$ cat src/rtl/paddle_ctrl.sv
// Pong paddle controller: synchronizes and debounces the up/down buttons and steps a
// saturating paddle position while a direction is held. Optional macro: PADDLE_ACCEL_EN.
module paddle_ctrl #(
    parameter int DEBOUNCE_CYCLES = 1_000_000,
    parameter int STEP_CYCLES     = 500_000,
    parameter int STEP_PX         = 4,
    parameter int SCREEN_H        = 480,
    parameter int PADDLE_H        = 80,
    parameter int Y_INIT          = 200
) (
    input  logic       clk,
    input  logic       reset,
    input  logic       btn_up,
    input  logic       btn_down,
    input  logic       enable,
    input  logic       recenter,
    output logic [9:0] paddle_y,
    output logic       at_top,
    output logic       at_bottom,
    output logic       moving
);

    localparam int DBW = $clog2(DEBOUNCE_CYCLES);
    localparam int TW  = $clog2(STEP_CYCLES);
    localparam logic [DBW-1:0] DB_LAST  = DBW'(DEBOUNCE_CYCLES - 1);
    localparam logic [TW-1:0]  TMR_LAST = TW'(STEP_CYCLES - 1);
    localparam logic [10:0]    YMAX11   = 11'(SCREEN_H - PADDLE_H);
    localparam logic [9:0]     YMAX10   = 10'(SCREEN_H - PADDLE_H);
    localparam logic [9:0]     YINIT10  = 10'(Y_INIT);
    localparam logic [10:0]    STEP1    = 11'(STEP_PX);

    typedef enum logic [1:0] {
        DIR_NONE = 2'd0,
        DIR_UP   = 2'd1,
        DIR_DOWN = 2'd2
    } dir_t;

    typedef enum logic {
        S_IDLE = 1'b0,
        S_MOVE = 1'b1
    } state_t;

    // Bit 0 is the up button, bit 1 the down button throughout.
    logic [1:0]     sync_a;
    logic [1:0]     sync_b;
    logic [1:0]     st;
    logic [DBW-1:0] db_cnt [2];

    always_ff @(posedge clk or posedge reset) begin
        if (reset) begin
            sync_a <= '0;
            sync_b <= '0;
            st     <= '0;
            for (int i = 0; i < 2; i++) db_cnt[i] <= '0;
        end else begin
            sync_a <= {btn_down, btn_up};
            sync_b <= sync_a;
            for (int i = 0; i < 2; i++) begin
                if (sync_b[i] == st[i]) begin
                    db_cnt[i] <= '0;
                end else if (db_cnt[i] == DB_LAST) begin
                    st[i]     <= sync_b[i];
                    db_cnt[i] <= '0;
                end else begin
                    db_cnt[i] <= DBW'(db_cnt[i] + 1);
                end
            end
        end
    end

    dir_t dir;

    always_comb begin
        case (st)
            2'b01:   dir = DIR_UP;
            2'b10:   dir = DIR_DOWN;
            default: dir = DIR_NONE;
        endcase
    end

    state_t         state, state_n;
    dir_t           last_dir, last_dir_n;
    logic [TW-1:0]  tmr, tmr_n;
    logic           do_step;
    logic           reversal;

    always_ff @(posedge clk or posedge reset) begin
        if (reset) begin
            state    <= S_IDLE;
            last_dir <= DIR_NONE;
            tmr      <= '0;
        end else begin
            state    <= state_n;
            last_dir <= last_dir_n;
            tmr      <= tmr_n;
        end
    end

    always_comb begin
        state_n    = state;
        last_dir_n = last_dir;
        tmr_n      = tmr;
        do_step    = 1'b0;
        reversal   = 1'b0;
        case (state)
            S_IDLE: begin
                if (enable && dir != DIR_NONE) begin
                    do_step    = 1'b1;
                    tmr_n      = '0;
                    last_dir_n = dir;
                    state_n    = S_MOVE;
                end
            end
            S_MOVE: begin
                if (!enable || dir == DIR_NONE) begin
                    tmr_n   = '0;
                    state_n = S_IDLE;
                end else if (dir != last_dir) begin
                    do_step    = 1'b1;
                    reversal   = 1'b1;
                    tmr_n      = '0;
                    last_dir_n = dir;
                end else if (tmr == TMR_LAST) begin
                    do_step = 1'b1;
                    tmr_n   = '0;
                end else begin
                    tmr_n = TW'(tmr + 1);
                end
            end
            default: state_n = S_IDLE;
        endcase
    end

    logic [10:0] step_w;

`ifdef PADDLE_ACCEL_EN
    localparam logic [10:0] STEP2 = 11'(2 * STEP_PX);
    logic [3:0] acc, acc_n;

    // Counts steps in one direction; the ninth and later steps use double size.
    always_comb begin
        acc_n = acc;
        if (recenter || state_n == S_IDLE) begin
            acc_n = '0;
        end else if (do_step) begin
            if (reversal)          acc_n = 4'd1;
            else if (acc != 4'd8)  acc_n = acc + 4'd1;
        end
    end

    always_ff @(posedge clk or posedge reset) begin
        if (reset) acc <= '0;
        else       acc <= acc_n;
    end

    assign step_w = (acc == 4'd8) ? STEP2 : STEP1;
`else
    assign step_w = STEP1;
`endif

    // Step arithmetic is done one bit wider so neither direction can wrap.
    logic [10:0] y_ext, y_up, y_sum, y_down;
    logic [9:0]  paddle_n;

    always_comb begin
        y_ext  = {1'b0, paddle_y};
        y_up   = (y_ext < step_w) ? 11'd0 : (y_ext - step_w);
        y_sum  = y_ext + step_w;
        y_down = (y_sum > YMAX11) ? YMAX11 : y_sum;
        if (recenter)
            paddle_n = YINIT10;
        else if (do_step)
            paddle_n = (dir == DIR_DOWN) ? y_down[9:0] : y_up[9:0];
        else
            paddle_n = paddle_y;
    end

    always_ff @(posedge clk or posedge reset) begin
        if (reset) paddle_y <= YINIT10;
        else       paddle_y <= paddle_n;
    end

    assign at_top    = (paddle_y == 10'd0);
    assign at_bottom = (paddle_y == YMAX10);
    assign moving    = (state == S_MOVE);

endmodule

$ cat config.mk
export PLATFORM = sky130hd
export DESIGN_NAME = paddle_ctrl
export DESIGN_NICKNAME = d
export VERILOG_FILES = /design/src/rtl/paddle_ctrl.sv
export SDC_FILE = /design/constraint.sdc
export NUM_CORES = 1
export LEC_CHECK = 0
export ABC_AREA = 1
export CORE_UTILIZATION = 40
export DETAILED_ROUTE_END_ITERATION = 8
export SYNTH_ARGS = -nofsm -noshare
export SYNTH_HDL_FRONTEND = slang
export SYNTH_SLANG_ARGS = --single-unit
$ cat constraint.sdc
create_clock -name clk -period 7.74 [get_ports clk]
set_input_delay 1.935 -clock clk [delete_from_list [all_inputs] [get_ports clk]]
set_output_delay 1.935 -clock clk [all_outputs]
set_load 0.1 [all_outputs]
# Yosys cells after proc, flatten, opt, wreduce, memory -nomap -nowiden
# Cells that the tools add are included.
# W data, S select, Z words.
# totals
inputBits	6
word_cells	69
output_inout_bits	13
register_bits	78
# op_classes
n_mux	26
n_addsub	5
n_bitwise	3
reduce_logical	10
n_eq_ne	13
magnitude_cmp	2
# op_table
op	n
$mux W20	4
$mux W19	4
$mux W10	5
$add A20 B1 Y20 const B	2
$eq A20 B20 Y1 const B	2
$pmux W19 S2	1
$add A19 B1 Y19 const B	1
$eq A19 B19 Y1 const B	1
$add A10 B3 Y11 const B	1
$gt A11 B9 Y1 const B	1
$eq A10 B9 Y1 const B	1
$logic_not A10 Y1	1
$lt A10 B3 Y1 const B	1
$sub A10 B3 Y10 const B	1
$pmux W2 S2	2
$mux W2	3
$mux W1	5
$eq A2 B2 Y1 const B	2
$ne A2 B2 Y1 const B	2
$pmux W1 S2	2
$reduce_and A2 Y1	2
$reduce_bool A2 Y1	2
$not A1 Y1	3
$reduce_and A3 Y1	1
8 further kinds	9

# Depth between registers and ports, before layout
# logic_depth
depth_word	8
depth_mapped	12

# Worst setup path before layout
# Ideal clock, no wire load.
# synth_timing
path_kind	register -> output
start	reg paddle_y[8]
end	out at_bottom
slack_ps	2440
n_path_buf	1
path_stages_with_launch	4
t_arrival_ps	3365
path_cell_list	dfrtp_1 -> buf_2 -> nand2_1 -> nor3_1
# synth_via
elab_chain_cells	1
# synth_rtl
item	line_no	text
start: declaration	17	output logic [9:0] paddle_y,
start signal: assignment	180	else paddle_y <= paddle_n;
$eq A10 B9 Y1	184	assign at_bottom = (paddle_y == YMAX10);
end: declaration	19	output logic at_bottom,
# No other way between the ends.

# Final worst setup path
# layout_timing
start	reg paddle_y[2]
end	out at_bottom
# The elaborated chain is that of the path after synthesis.

==> results.json <==
{
  "outcome": "finished, final reports clean",
  "top_level_ports": 19,
  "max_freq_mhz": 225,
  "netSwitchingFraction_pct": 25.3,
  "drive_gt1_share_pct": 12.7,
  "setup_viol": 0,
  "grt_max_degree": 77,
  "synth_top_area_share_pct": 37.9,
  "io_buffer_count": 16,
  "placed_cells": 772,
  "rows": 39,
  "synth_xor_area_share_pct": 5.45,
  "clk_latency_ns": 0.34,
  "max_slew_margin_pct": 32.4,
  "cts_tree": "built",
  "die_area_sq_um": 12500,
  "die_h_um": 112,
  "reg2reg_from": "paddle_y[3]$_DFFE_PP1P_",
  "path_clk_slew_ns": 0.06,
  "dr.first_iter.drc_count": 216,
  "syn_area_per_cell_sq_um": 7.76,
  "hold_class": "reg2reg",
  "intPower_mw": 0.656,
  "timing_hold_violations_final": 0,
  "critPathLaunch": "paddle_y[2]$_DFFE_PP0P_",
  "slew_viol_final": 0,
  "start_util_pct": 41.7,
  "antenna_cells": 0,
  "worstHoldStart": "sync_a[0]$_DFF_PP0_",
  "p_total_mw": 0.877,
  "synth_edf_count": 0,
  "clock_sink_count": 76,
  "maxCapViolations": 0,
  "place_ws_ns": 3.66,
  "root_buffer": "clkbuf_16",
  "setup.worst_path.end_class": "output pin",
  "tns_ns": 0,
  "fin_util_pct": 46.6,
  "async_reset_ff_share_pct": 100,
  "cts_resized": 0,
  "p_comb_share_pct": 6.4,
  "synthMuxAreaShare_pct": 0,
  "leakage_nw": 2.40,
  "synth_area_leaders": "dfrtp_1, nand2_1, nor2_1",
  "worstSetupStartpointType": "flip-flop",
  "p_switching_mw": 0.222,
  "synth.most_common_cell": "nand2_1",
  "avgRoutedWirePerCell_um": 12.9,
  "ys_top_cells_by_count": "nand2_1, nor2_1, inv_1, dfrtp_1, nand3_1",
  "worstMarginPinSlew_ns": 1.01,
  "ctsHoldBuffers": 0,
  "place_congestion": 0.918,
  "seq_power_share_pct": 47.3,
  "yosysUniqueCellTypes": 46,
  "synth_top_family_by_area": "simple AND/OR/NAND/NOR gates",
  "htreeDepth": 3,
  "nNetsFinal": 654,
  "synthesis.instances": 621,
  "drc": 0,
  "yosysTopAreaCell": "dfrtp_1",
  "area_growth_pct": 11.8,
  "grt_usage_pct": 17.6,
  "ant_nets": 0,
  "ys_ff_latch": 76,
  "overflow": 0,
  "synth-compound-area-share_pct": 5.95,
  "numCtsBuffers": 9,
  "arrival_ns": 2.51,
  "yosys_warnings": 0,
  "ys_seq_area_share_pct": 39.5,
  "critical_path_class": "reg2out",
  "grt_pass1_wl_um": 17800,
  "dr.pass1.iters": 8,
  "crit_required_ns": 5.81,
  "fin_ws_ns": 3.30,
  "rsz0062_at_grt": "false",
  "postCtsSetupBuffers": 0,
  "clock_power_share_pct": 46.3,
  "min_period_over_period_pct": 57.4,
  "num_vias": 3972,
  "irDropWorstVdd_uv": 134,
  "period_needed_ns": 4.44,
  "critPathMaxFanout": 7,
  "grt_pass1_vias": 3853,
  "pwr_density_cell_nw_per_um2": 163,
  "synth_fa_ha_area_share_pct": 2.08,
  "dp_hpwl_um": 7390,
  "fin_skew_ns": 0.00728,
  "synth_flop_cell": "dfrtp_1",
  "core_sq_um": 11600,
  "cts_buffer_depth": 2,
  "die_x_um": 112,
  "vias_per_cell": 5.04,
  "syn-cell-area_sq_um": 4820,
  "synthSimpleGateAreaFrac_pct": 38.9,
  "finalWirelength_um": 10200,
  "layout.cells.non_filler": 788,
  "antenna_found_initial": 0
}
==> cells by family (layout without fill, tap and decap cells) <==
kind of cell | after synthesis | in the layout
xor+xnor | 30 | 30
flops | 76 | 76
other cells | 1 | 2
buf+inv | 93 | 116
compound gates | 50 | 50
fa+ha+maj | 8 | 8
simple gates | 363 | 363
==> critical path, cell delays in order, from the launching register on <==
cell and delay [ns]:
dfrtp_1 0.45, inv_2 0.12, ha_1 0.18, nand3_1 0.08, nor3_1 0.17, clkdlybuf4s50_1 1.16
==> path summary, 6_finish.rpt <==
path,endpoint,slack [ns],cells after the start
worst min register to register,sync_b[0]$_DFF_PP0_,0.35,0
min in group asynchronous,db_cnt[28]$_DFF_PP0_,2.21,3
max in group asynchronous,db_cnt[11]$_DFF_PP0_,4.91,3
worst max register to register,paddle_y[5]$_DFFE_PP0P_,5.87,10
worst min-delay path,sync_b[0]$_DFF_PP0_,0.35,0
worst max-delay path,at_bottom,3.30,5
==> cell type report <==
cell class                      count  area [sq um]
Multi-Input combinational cell    453          2530
Sequential cell                    76          1910
Timing Repair Buffer               17           168
Tap cell                          143           179
Clock inverter                      5          35.0
Inverter                           83           315
Fill cell                        1189          6180
Clock buffer                       11           253
==> through the flow <==
stage	area, sq um	hold WS [ns]
finish	5390	0.354
global route	5390	0.368
global placement	5100	0.335
CTS	5390	0.358
detailed placement	5100	0.343
floorplan	4820	0.331
==> cells in the final DEF (no fill, tap or decap), drive strengths merged, types with 11 or more instances in the layout <==
cell and count:
nor3 29, clkdlybuf4s50 16, a21oi 14, nand4 18
nand3 52, dfrtp 73, nor2 111, inv 80
o21ai 25, nand2 139, xor2 24, clkbuf 11
==> power groups by stage <==
stage / Combinational (mW) / Clock, mW / Sequential, mW
after floorplan: 0.0384 / 0 / 0.427
after global placement: 0.0570 / 0 / 0.421
after detailed placement: 0.0578 / 0 / 0.422
after CTS: 0.0582 / 0.419 / 0.415
after global routing: 0.0637 / 0.435 / 0.416
final: 0.0566 / 0.406 / 0.415
==> layer usage <==
metal	vias up	routed length (um)	GRT usage (%)
met5	-	0	0
met1	1874	4990	23.5
met3	8	327	3.86
li1	2044	-	-
met4	0	64	4.59
met2	46	4810	28.8
==> flip-flops by register name, indices dropped and copies added (netlist names) <==
name / count
tmr: 19
last_dir: 2
sync_b: 2
moving: 1
st: 2
sync_a: 2
paddle_y: 8
db_cnt: 40
(Power assumes the default switching activity.)
